File: src/rtl/io_uart_if.sv
// Register bus between the memory controller's IO port and io_uart.
//   address : register index (IO_ADDR_BITS wide)
//   dataIn  : 32-bit write data, qualified by wEn
//   dataOut : 32-bit read data, combinational from address
//   wEn     : write strobe, sampled on the rising clock edge
// The master modport is the controller side, the slave modport is the peripheral.
interface io_uart_if #(
  parameter int IO_ADDR_BITS = 2
);
  logic [IO_ADDR_BITS-1:0] address;
  logic [31:0]             dataIn;
  logic [31:0]             dataOut;
  logic                    wEn;

  modport master (output address, output dataIn, output wEn, input dataOut);
  modport slave  (input address, input dataIn, input wEn, output dataOut);
endinterface

File: src/rtl/io_uart.sv
// Memory-mapped UART: 8N1 transmitter and receiver with a programmable
// clocks-per-bit divisor and a receive interrupt.
//   clk  : system clock
//   rst  : asynchronous, active-low reset
//   bus  : register bus (slave side); reads are combinational
//          0 TXDATA  1 RXDATA  2 STATUS (W1C)  3 CTRL {rx_ie, div}
//   txd  : serial output, idles high
//   rxd  : serial input, asynchronous to clk
//   irq  : high while a received byte is pending and rx_ie is set
module io_uart #(
  parameter int IO_ADDR_BITS = 2,
  parameter int DIV_BITS     = 16,
  parameter int DEFAULT_DIV  = 434
) (
  input  logic       clk,
  input  logic       rst,
  io_uart_if.slave   bus,
  output logic       txd,
  input  logic       rxd,
  output logic       irq
);
  localparam logic [IO_ADDR_BITS-1:0] REG_TXDATA = IO_ADDR_BITS'(0);
  localparam logic [IO_ADDR_BITS-1:0] REG_RXDATA = IO_ADDR_BITS'(1);
  localparam logic [IO_ADDR_BITS-1:0] REG_STATUS = IO_ADDR_BITS'(2);
  localparam logic [IO_ADDR_BITS-1:0] REG_CTRL   = IO_ADDR_BITS'(3);
  localparam logic [DIV_BITS-1:0]     ONE        = DIV_BITS'(1);
  localparam logic [DIV_BITS-1:0]     MIN_DIV    = DIV_BITS'(2);

  typedef enum logic [1:0] {S_IDLE, S_START, S_DATA, S_STOP} state_t;

  logic [DIV_BITS-1:0] div_q;
  logic                rx_ie;
  logic                wr_tx, wr_status, wr_ctrl, clr_valid;
  logic [DIV_BITS-1:0] div_wr;
  logic                unused_bits;

  assign wr_tx     = bus.wEn && (bus.address == REG_TXDATA);
  assign wr_status = bus.wEn && (bus.address == REG_STATUS);
  assign wr_ctrl   = bus.wEn && (bus.address == REG_CTRL);
  assign clr_valid = wr_status && bus.dataIn[1];
  // A divisor below 2 would leave no room for the half-bit start sample.
  assign div_wr    = (bus.dataIn[DIV_BITS-1:0] < MIN_DIV) ? MIN_DIV : bus.dataIn[DIV_BITS-1:0];
  assign unused_bits = ^bus.dataIn[31:17];

  always_ff @(posedge clk or negedge rst) begin
    if (!rst) begin
      div_q <= DIV_BITS'(DEFAULT_DIV);
      rx_ie <= 1'b0;
    end else if (wr_ctrl) begin
      div_q <= div_wr;
      rx_ie <= bus.dataIn[16];
    end
  end

  // Transmitter
  state_t              tx_state;
  logic [DIV_BITS-1:0] tx_cnt, tx_div;
  logic [2:0]          tx_bit;
  logic [7:0]          tx_shift;
  logic                tx_tick, tx_busy;

  assign tx_tick = (tx_cnt == tx_div - ONE);
  assign tx_busy = (tx_state != S_IDLE);

  always_ff @(posedge clk or negedge rst) begin
    if (!rst) begin
      tx_state <= S_IDLE;
      tx_cnt   <= '0;
      tx_div   <= '0;
      tx_bit   <= '0;
      tx_shift <= '0;
      txd      <= 1'b1;
    end else begin
      case (tx_state)
        S_IDLE: if (wr_tx) begin
          tx_state <= S_START;
          txd      <= 1'b0;
          tx_shift <= bus.dataIn[7:0];
          tx_div   <= div_q;
          tx_cnt   <= '0;
        end
        S_START: if (tx_tick) begin
          tx_state <= S_DATA;
          tx_cnt   <= '0;
          tx_bit   <= '0;
          txd      <= tx_shift[0];
          tx_shift <= {1'b0, tx_shift[7:1]};
        end else tx_cnt <= tx_cnt + ONE;
        S_DATA: if (tx_tick) begin
          tx_cnt <= '0;
          if (tx_bit == 3'd7) begin
            tx_state <= S_STOP;
            txd      <= 1'b1;
          end else begin
            tx_bit   <= tx_bit + 3'd1;
            txd      <= tx_shift[0];
            tx_shift <= {1'b0, tx_shift[7:1]};
          end
        end else tx_cnt <= tx_cnt + ONE;
        S_STOP: if (tx_tick) begin
          tx_state <= S_IDLE;
          tx_cnt   <= '0;
        end else tx_cnt <= tx_cnt + ONE;
        default: tx_state <= S_IDLE;
      endcase
    end
  end

  // Receiver
  state_t              rx_state;
  logic [DIV_BITS-1:0] rx_cnt, rx_div;
  logic [2:0]          rx_bit;
  logic [7:0]          rx_shift, rx_byte;
  logic                rx_s1, rx_s2;
  logic                rx_valid, overrun, frame_err;
  logic                rx_tick, rx_half;

  assign rx_tick = (rx_cnt == rx_div - ONE);
  assign rx_half = (rx_cnt == (rx_div >> 1) - ONE);

  always_ff @(posedge clk or negedge rst) begin
    if (!rst) begin
      rx_s1     <= 1'b1;  // synchroniser idles high so reset cannot fake a start bit
      rx_s2     <= 1'b1;
      rx_state  <= S_IDLE;
      rx_cnt    <= '0;
      rx_div    <= '0;
      rx_bit    <= '0;
      rx_shift  <= '0;
      rx_byte   <= '0;
      rx_valid  <= 1'b0;
      overrun   <= 1'b0;
      frame_err <= 1'b0;
    end else begin
      rx_s1 <= rxd;
      rx_s2 <= rx_s1;
      // Software clears first; a hardware set later in this block wins.
      if (wr_status) begin
        if (bus.dataIn[1]) rx_valid  <= 1'b0;
        if (bus.dataIn[2]) overrun   <= 1'b0;
        if (bus.dataIn[3]) frame_err <= 1'b0;
      end
      case (rx_state)
        S_IDLE: if (!rx_s2) begin
          rx_state <= S_START;
          rx_cnt   <= '0;
          rx_div   <= div_q;
        end
        S_START: if (rx_half) begin
          rx_cnt   <= '0;
          rx_bit   <= '0;
          rx_state <= rx_s2 ? S_IDLE : S_DATA;  // high at mid-start is a glitch
        end else rx_cnt <= rx_cnt + ONE;
        S_DATA: if (rx_tick) begin
          rx_cnt   <= '0;
          rx_shift <= {rx_s2, rx_shift[7:1]};
          if (rx_bit == 3'd7) rx_state <= S_STOP;
          else rx_bit <= rx_bit + 3'd1;
        end else rx_cnt <= rx_cnt + ONE;
        S_STOP: if (rx_tick) begin
          rx_cnt   <= '0;
          rx_state <= S_IDLE;
          if (!rx_s2) frame_err <= 1'b1;
          else if (rx_valid && !clr_valid) overrun <= 1'b1;
          else begin
            rx_byte  <= rx_shift;
            rx_valid <= 1'b1;
          end
        end else rx_cnt <= rx_cnt + ONE;
        default: rx_state <= S_IDLE;
      endcase
    end
  end

  assign irq = rx_valid && rx_ie;

  always_comb begin
    bus.dataOut = '0;
    case (bus.address)
      REG_RXDATA: bus.dataOut = {23'b0, rx_valid, rx_byte};
      REG_STATUS: bus.dataOut = {28'b0, frame_err, overrun, rx_valid, tx_busy};
      REG_CTRL:   bus.dataOut = {15'b0, rx_ie, 16'(div_q)};
      default:    bus.dataOut = '0;
    endcase
  end
endmodule
File: src/flat_wrapper.sv
// flat-port wrapper written by rule: the top's interface ports become plain ports
module io_uart_flat 
#(
  parameter int IO_ADDR_BITS = 2,
  parameter int DIV_BITS     = 16,
  parameter int DEFAULT_DIV  = 434
)
  (clk, rst, txd, rxd, irq, bus_address, bus_dataIn, bus_wEn, bus_dataOut);
  io_uart_if #(.IO_ADDR_BITS(IO_ADDR_BITS)) bus_i ();
  input  logic clk;
  input  logic rst;
  output logic txd;
  input  logic rxd;
  output logic irq;
  input wire logic [$bits(bus_i.address)-1:0] bus_address;
  input wire logic [$bits(bus_i.dataIn)-1:0] bus_dataIn;
  input wire logic [$bits(bus_i.wEn)-1:0] bus_wEn;
  output wire logic [$bits(bus_i.dataOut)-1:0] bus_dataOut;
  assign bus_i.address = bus_address;
  assign bus_i.dataIn = bus_dataIn;
  assign bus_i.wEn = bus_wEn;
  assign bus_dataOut = bus_i.dataOut;
  io_uart #(.IO_ADDR_BITS(IO_ADDR_BITS), .DIV_BITS(DIV_BITS), .DEFAULT_DIV(DEFAULT_DIV)) u_core (.clk(clk), .rst(rst), .bus(bus_i), .txd(txd), .rxd(rxd), .irq(irq));
endmodule
File: config.mk
export PLATFORM = sky130hd
export DESIGN_NAME = io_uart_flat
export DESIGN_NICKNAME = d
export VERILOG_FILES = /design/src/rtl/io_uart_if.sv /design/src/rtl/io_uart.sv /design/src/flat_wrapper.sv
export SDC_FILE = /design/constraint.sdc
export NUM_CORES = 1
export LEC_CHECK = 0
export ABC_AREA = 1
export BUFFER_PORTS_ARGS = -buffer_cell sky130_fd_sc_hd__buf_2
export CAP_MARGIN = 20
export CORE_UTILIZATION = 50
export DETAILED_ROUTE_END_ITERATION = 10
export PLACE_DENSITY = 0.71
export SETUP_SLACK_MARGIN = 0.02
export SKIP_CTS_REPAIR_TIMING = 1
export SLEW_MARGIN = 20
export SYNTH_ARGS = -nofsm -noshare
export SYNTH_HDL_FRONTEND = slang
export SYNTH_SLANG_ARGS = --single-unit
File: constraint.sdc
create_clock -name clk -period 2.2 [get_ports clk]
set_input_delay 0.33 -clock clk [delete_from_list [all_inputs] [get_ports clk]]
set_output_delay 0.33 -clock clk [all_outputs]
set_load 0.01 [all_outputs]
# [Word-level counts from Yosys, hierarchy flattened]
# Cells that the tools add are included.
[classes] add_sub_neg=7 n_mul=0 div=0 n_lt_le_gt_ge=1 eq_ne=26 n_shift=0 muxes=57 bitwise=2 n_reduce_logical=26
[op_table] operator="$mux 16" count=6
[op_table] operator="$pmux 17 s3" count=1
[op_table] operator="$eq 16x16->1" count=3
[op_table] operator="$pmux 16 s3" count=1
[op_table] operator="$add 16x1->16 const B" count=2
[op_table] operator="$mux 8" count=4
[op_table] operator="$pmux 16 s2" count=1
[op_table] operator="$sub 16x1->16 const B" count=2
[op_table] operator="$pmux 8 s3" count=1
[op_table] operator="$mux 2" count=11
[op_table] operator="$mux 1" count=21
[op_table] operator="$mux 3" count=6
[op_table] operator="$ne 2x1->1 const B" count=9
[op_table] operator="$lt 16x2->1 const B" count=1
[op_table] operator="$pmux 2 s4" count=2
[op_table] operator="$reduce_and 4->1" count=4
[op_table] operator="$sub 15x1->16 const B" count=1
[op_table] operator="$reduce_and 5->1" count=3
[op_table] operator="$eq 2x2->1 const B" count=6
[op_table] operator="$pmux 3 s2" count=2
[op_table] operator="$add 3x1->3 const B" count=2
[op_table] operator="$eq 2x1->1 const B" count=3
[op_table] operator="$eq 3x3->1 const B" count=2
[op_table] operator="$logic_and 1x1->1" count=6
[op_table] operator="10 further kinds" count=19
[word_totals] reg_bits=121 latch_bits=0 ramBits=0 rom_bits=0 in_bits=38 output_inout_bits=34 elab_cells=138 memories=0

# [Longest topological paths before layout]
[logic_depth] ltp_word=9 depth_mapped=18 mapped_depth_nobuf=18

# [Worst setup path after synthesis]
# No wires, ideal clock.
[synth_path] path_kind="register to register" from="reg u_core.rx_div[1]" to="reg u_core.rx_byte[5]" setup_ps=117 arrival_time_ps=2070 required_time_ps=2083 path_slack_ps=12 path_stages_with_launch=19 n_path_buf=1 period_less_slack_ps=2188 cell_sequence="dfrtp_1 inv_1 ha_1 inv_2 nor2_2 nand2_2 nand2_1 nand2_1 nor2_1 nand2_1 nor2_2 nand3_2 nor2_4 nand2_4 inv_6 nand3_4 buf_6 nand2_2 o21ai_2"
[synth_between] elab_chain_len=3
[synth_lines] element="from (decl)" line_no="io_uart.sv:111" rtl="logic [DIV_BITS-1:0] rx_cnt, rx_div;"
[synth_lines] element="from (signal assigned)" line_no="io_uart.sv:147" rtl="rx_div <= div_q;"
[synth_lines] element="$sub 16x1->16" line_no="io_uart.sv:118" rtl="assign rx_tick = (rx_cnt == rx_div - ONE);"
[synth_lines] element="$eq 16x16->1" line_no="io_uart.sv:118"
[synth_lines] element="$reduce_and 4->1 (no source line)"
[synth_lines] element="to (signal assigned)" line_no="io_uart.sv:166" rtl="rx_byte <= rx_shift;"
[synth_lines] element="to (decl)" line_no="io_uart.sv:113" rtl="logic [7:0] rx_shift, rx_byte;"
# Every way passes these cells.
# A chain may end at the register's enable or synchronous reset.

# [Final worst setup path]
[layout_path] from="reg u_core.tx_div[1]" to="reg u_core.tx_shift[2]"
[layout_between] elab_chain_len=4 elab_cells_between_ends=5 classes_between="add/sub (1); eq/ne (3); reduce/logical (1)"
[layout_lines] element="from (decl)" line_no="io_uart.sv:57" rtl="logic [DIV_BITS-1:0] tx_cnt, tx_div;"
[layout_lines] element="from (signal assigned)" line_no="io_uart.sv:79" rtl="tx_div <= div_q;"
[layout_lines] element="$sub 16x1->16 *" line_no="io_uart.sv:62" rtl="assign tx_tick = (tx_cnt == tx_div - ONE);"
[layout_lines] element="$eq 16x16->1 *" line_no="io_uart.sv:62"
[layout_lines] element="$ne 2x1->1 (no source line)"
[layout_lines] element="$reduce_and 5->1 (no source line) *"
[layout_lines] element="to (signal assigned)" line_no="io_uart.sv:78" rtl="tx_shift <= bus.dataIn[7:0];"
[layout_lines] element="to (signal assigned)" line_no="io_uart.sv:87" rtl="tx_shift <= {1'b0, tx_shift[7:1]};"
[layout_lines] element="to (signal assigned)" line_no="io_uart.sv:97" rtl="tx_shift <= {1'b0, tx_shift[7:1]};"
[layout_lines] element="to (decl)" line_no="io_uart.sv:59" rtl="logic [7:0] tx_shift;"
# Mark *: on every way between the ends. The rest lies on a longest branch, timed or not.

==> impl_results.md <==
* FP Rows at 46
* Pwr/cell area at 1360 mW/mm2
* Syn Area/Cell at 7.18 um2
* N_diodes at 0
* Post-synthesis cell area at 0.00807 mm2
* Crit path max-delay family: simple AND/OR/NAND/NOR gates
* Slew Limit Fails at 0
* Largest net degree at the start of global routing at 53
* Initial DRC Count at 490
* Avg WL per Cell at 14.1 um
* Drt pass-1 iters at 5
* Ys flop type: dfrtp_1
* Fillers at 1354
* Vias per inst at 5.12
* Arrival @ worst endpoint at 2.61 ns
* Reg clk slew, reported paths at 0.06 ns
* DR vias at 7548
* Max-Cap Viols at 0
* Clk_skew at 0.0120 ns
* Most frequent CP cell: nand2_2
* H-tree depth at 4
* Multi-input logic area at 0.00454 mm2
* CP startpoint kind: flip-flop
* Synthesis-to-finish area growth at 23.6%
* NumNets Final at 1295
* Fin crit share at 1.05
* Worst-path fanout max at 8
* Fraction of registers with async set/reset at 1.00
* RD Place Congestion at 0.900
* DRT Wirelength at 20800 um
* Final setup viols at 40
* Non-filler cells, final at 1473
* Rel. slew slack at 0.569
* Netlist cell types at 45
* Ys Warns at 0
* CTS tree: yes
* Number of synthesized flops with an enable pin at 0
* Placed cell count at 1428
* Reg area at 0.00304 mm2
* VDD IR max at 744 uV
* Final min period at 2.30 ns
* Failing checks: setup timing
* WP data required at 2.51 ns
* Skew-Pair Late Insertion Delay at 0.42 ns
* Root buffer cell: clkbuf_16
* Vias in the first global route at 6971
* Leak pwr at 5.07 nW
* Flip-flop and latch count after synthesis at 121
* Met3 routed WL at 1150 um
* DRC viols at 0
* Metal-1 WL at 9790 um
* Core Area at 0.0158 mm2
* CTS sink count at 121
* Slowest stage delay, CP at 0.40 ns
* Routed wl met2 at 9560 um
* Hold Violations, Final at 0
* Antenna-violating nets left at 0
* Total GRT Usage at 0.258
* Worst setup margin at -0.100 ns
* Fmax at 435 MHz
* Worst path slowest cell: dfrtp_1
* Count of buffer and inverter cells on the critical path at 1
* Hold/Removal Path Class: in -> reg
* Power Total at 13.6 mW
* Crit end category: flip-flop
* Die area at 0.0167 mm2
* Seq/Total Area, Yosys at 0.376
* Share of layout cells above drive strength 1 at 0.231
* Outcome: complete, but fails checks
* RSZ-0062 raised after global routing: yes
* Hpwl dp at 15100 um
* Cell count after synthesis at 1124
* Total CTS buffers at 17
* Crit Path Class: reg -> reg
* DIE WIDTH at 129 um
* Initial core utilization at 0.510
* Fin Setup TNS at -2.03 ns
* Crit-path cells: inv_2 > ha_4 > nand2_2 > nor2_4 > nand2_2 > nor2_1 > nand2_1 > nand2_2 > nand2_1 > nor2_1 > nand3_2 > nand2_4 > nand3_4 > nand2_2 > nand2_1
* First-pass GRT wire length at 33300 um
* GRT overflow at 0
* Buffers on Ports at 41
* Top layer in use: met4
* Die height at 129 um
* Initial antenna violation count at 0
* Clock buffer depth at 2
* # IOs at 72
* Worst slew pin tran at 0.644 ns
worst paths after layout:
path | start | end | slack [ns] | depth (start not counted)
worst max-delay path | u_core.tx_div[1]$_DFFE_PN0P_ | u_core.tx_shift[2]$_DFFE_PN0P_ | -0.1 | 15
worst min-delay path | bus_dataIn[8] | u_core.div_q[8]$_DFFE_PN1P_ | 0.15 | 3
worst max register to register | u_core.tx_div[1]$_DFFE_PN0P_ | u_core.tx_shift[2]$_DFFE_PN0P_ | -0.1 | 15
worst min register to register | u_core.rx_s1$_DFF_PN1_ | u_core.rx_s2$_DFF_PN1_ | 0.36 | 0
max in group asynchronous | rst | u_core.div_q[4]$_DFFE_PN1P_ | 1.11 | 3
min in group asynchronous | rst | u_core.rx_div[11]$_DFFE_PN0P_ | 0.41 | 2
where the power goes:
part	leakage, nW	total, mW	switching, mW	internal [mW]
combinational	3.21	7.07	4.16	2.91
clock	0.289	2.89	1.05	1.84
sequential	1.56	3.62	0.748	2.87
total	5.07	13.6	5.96	7.62
worst reg2reg max path: cells and delay by family (launching register included):
kind	cells	cell delay (ns)
simple gates	13	1.55
fa+ha+maj	1	0.14
flops	1	0.40
buf+inv	1	0.09
cell type report:
type / instances / share of cell area
multi-input combinational: 821 / 0.455
sequential: 121 / 0.305
timing repair buffer: 128 / 0.0928
inverter: 155 / 0.0593
clock buffer: 21 / 0.0462
tap: 216 / 0.0271
clock inverter: 11 / 0.0145
cell usage in the layout (no fill, tap or decap), drive strengths merged:
| cell type | count |
|---|---|
| dfrtp | 113 |
| o21ai | 104 |
| a22oi | 1 |
| o31ai | 1 |
| xnor2 | 15 |
| mux2 | 3 |
| nor2b | 1 |
| clkinvlp | 3 |
| o2111ai | 1 |
| conb | 15 |
| nor4 | 9 |
| dlygate4sd3 | 2 |
| nand3 | 72 |
| o22ai | 11 |
| clkinv | 4 |
| nand2 | 350 |
| clkbuf | 21 |
| bufinv | 3 |
| nand3b | 9 |
| o21a | 2 |
| xnor3 | 1 |
| xor2 | 45 |
| o211ai | 3 |
| a21oi | 6 |
| nand4 | 27 |
| ha | 13 |
| nor3 | 5 |
| nor2 | 117 |
| or2 | 3 |
| o221ai | 1 |
| dfstp | 8 |
| inv | 156 |
| buf | 126 |
| nand2b | 1 |
| o21bai | 5 |
kinds of logic (layout without fill, tap and decap cells):
kind of cell,Yosys count,in the layout,synth area share
and+or+nand+nor,592,594,0.331
buffers and inverters,198,315,0.105
AOI/OAI and AO/OA,135,135,0.0942
DFF,121,121,0.376
xor gates and xnor gates,61,61,0.0688
adders and majority gates,13,13,0.0201
muxes,3,3,0.00418
other,1,15,0.000464
synthesized netlist by cell type, drive strengths merged, types with 9 or more instances:
cell,n,area share
buf,22,0.022
clkbuf,21,0.010
dfrtp,113,0.35
ha,13,0.020
inv,155,0.073
nand2,349,0.17
nand3,71,0.050
nand3b,9,0.0084
nand4,27,0.021
nor2,117,0.066
nor4,9,0.0070
o21ai,104,0.069
o22ai,11,0.0085
xnor2,15,0.016
xor2,45,0.050
sequential cells by signal (all words and copies together) (netlist names), 2 cells and up, named ones only:
register and flops:
u_core.tx_shift 8, u_core.tx_div 16, u_core.rx_bit 3, u_core.rx_byte 8
u_core.tx_bit 3, u_core.rx_div 16, u_core.rx_cnt 16, u_core.rx_shift 8
u_core.div_q 16, u_core.tx_state 2, u_core.tx_cnt 16
stage by stage:
stage	area, um2	worst slack [ns]	hold slack, ns	utilization
5_1_grt	9980	-0.277	0.163	0.630
6_report	9980	-0.100	0.152	0.630
3_5_place_dp	8950	-0.133	0.308	0.566
2_1_floorplan	8130	0.0612	0.0344	-
3_3_place_gp	8950	-0.0540	0.312	0.566
4_1_cts	9560	-0.172	-0.126	0.604
metal layers:
layer | track usage | vias to the layer above
met5 | 0 | -
met4 | 0.0789 | 0
met3 | 0.0467 | 26
met2 | 0.407 | 238
met1 | 0.363 | 3505
li1 | - | 3779
Power figures use the tool's default switching activity.
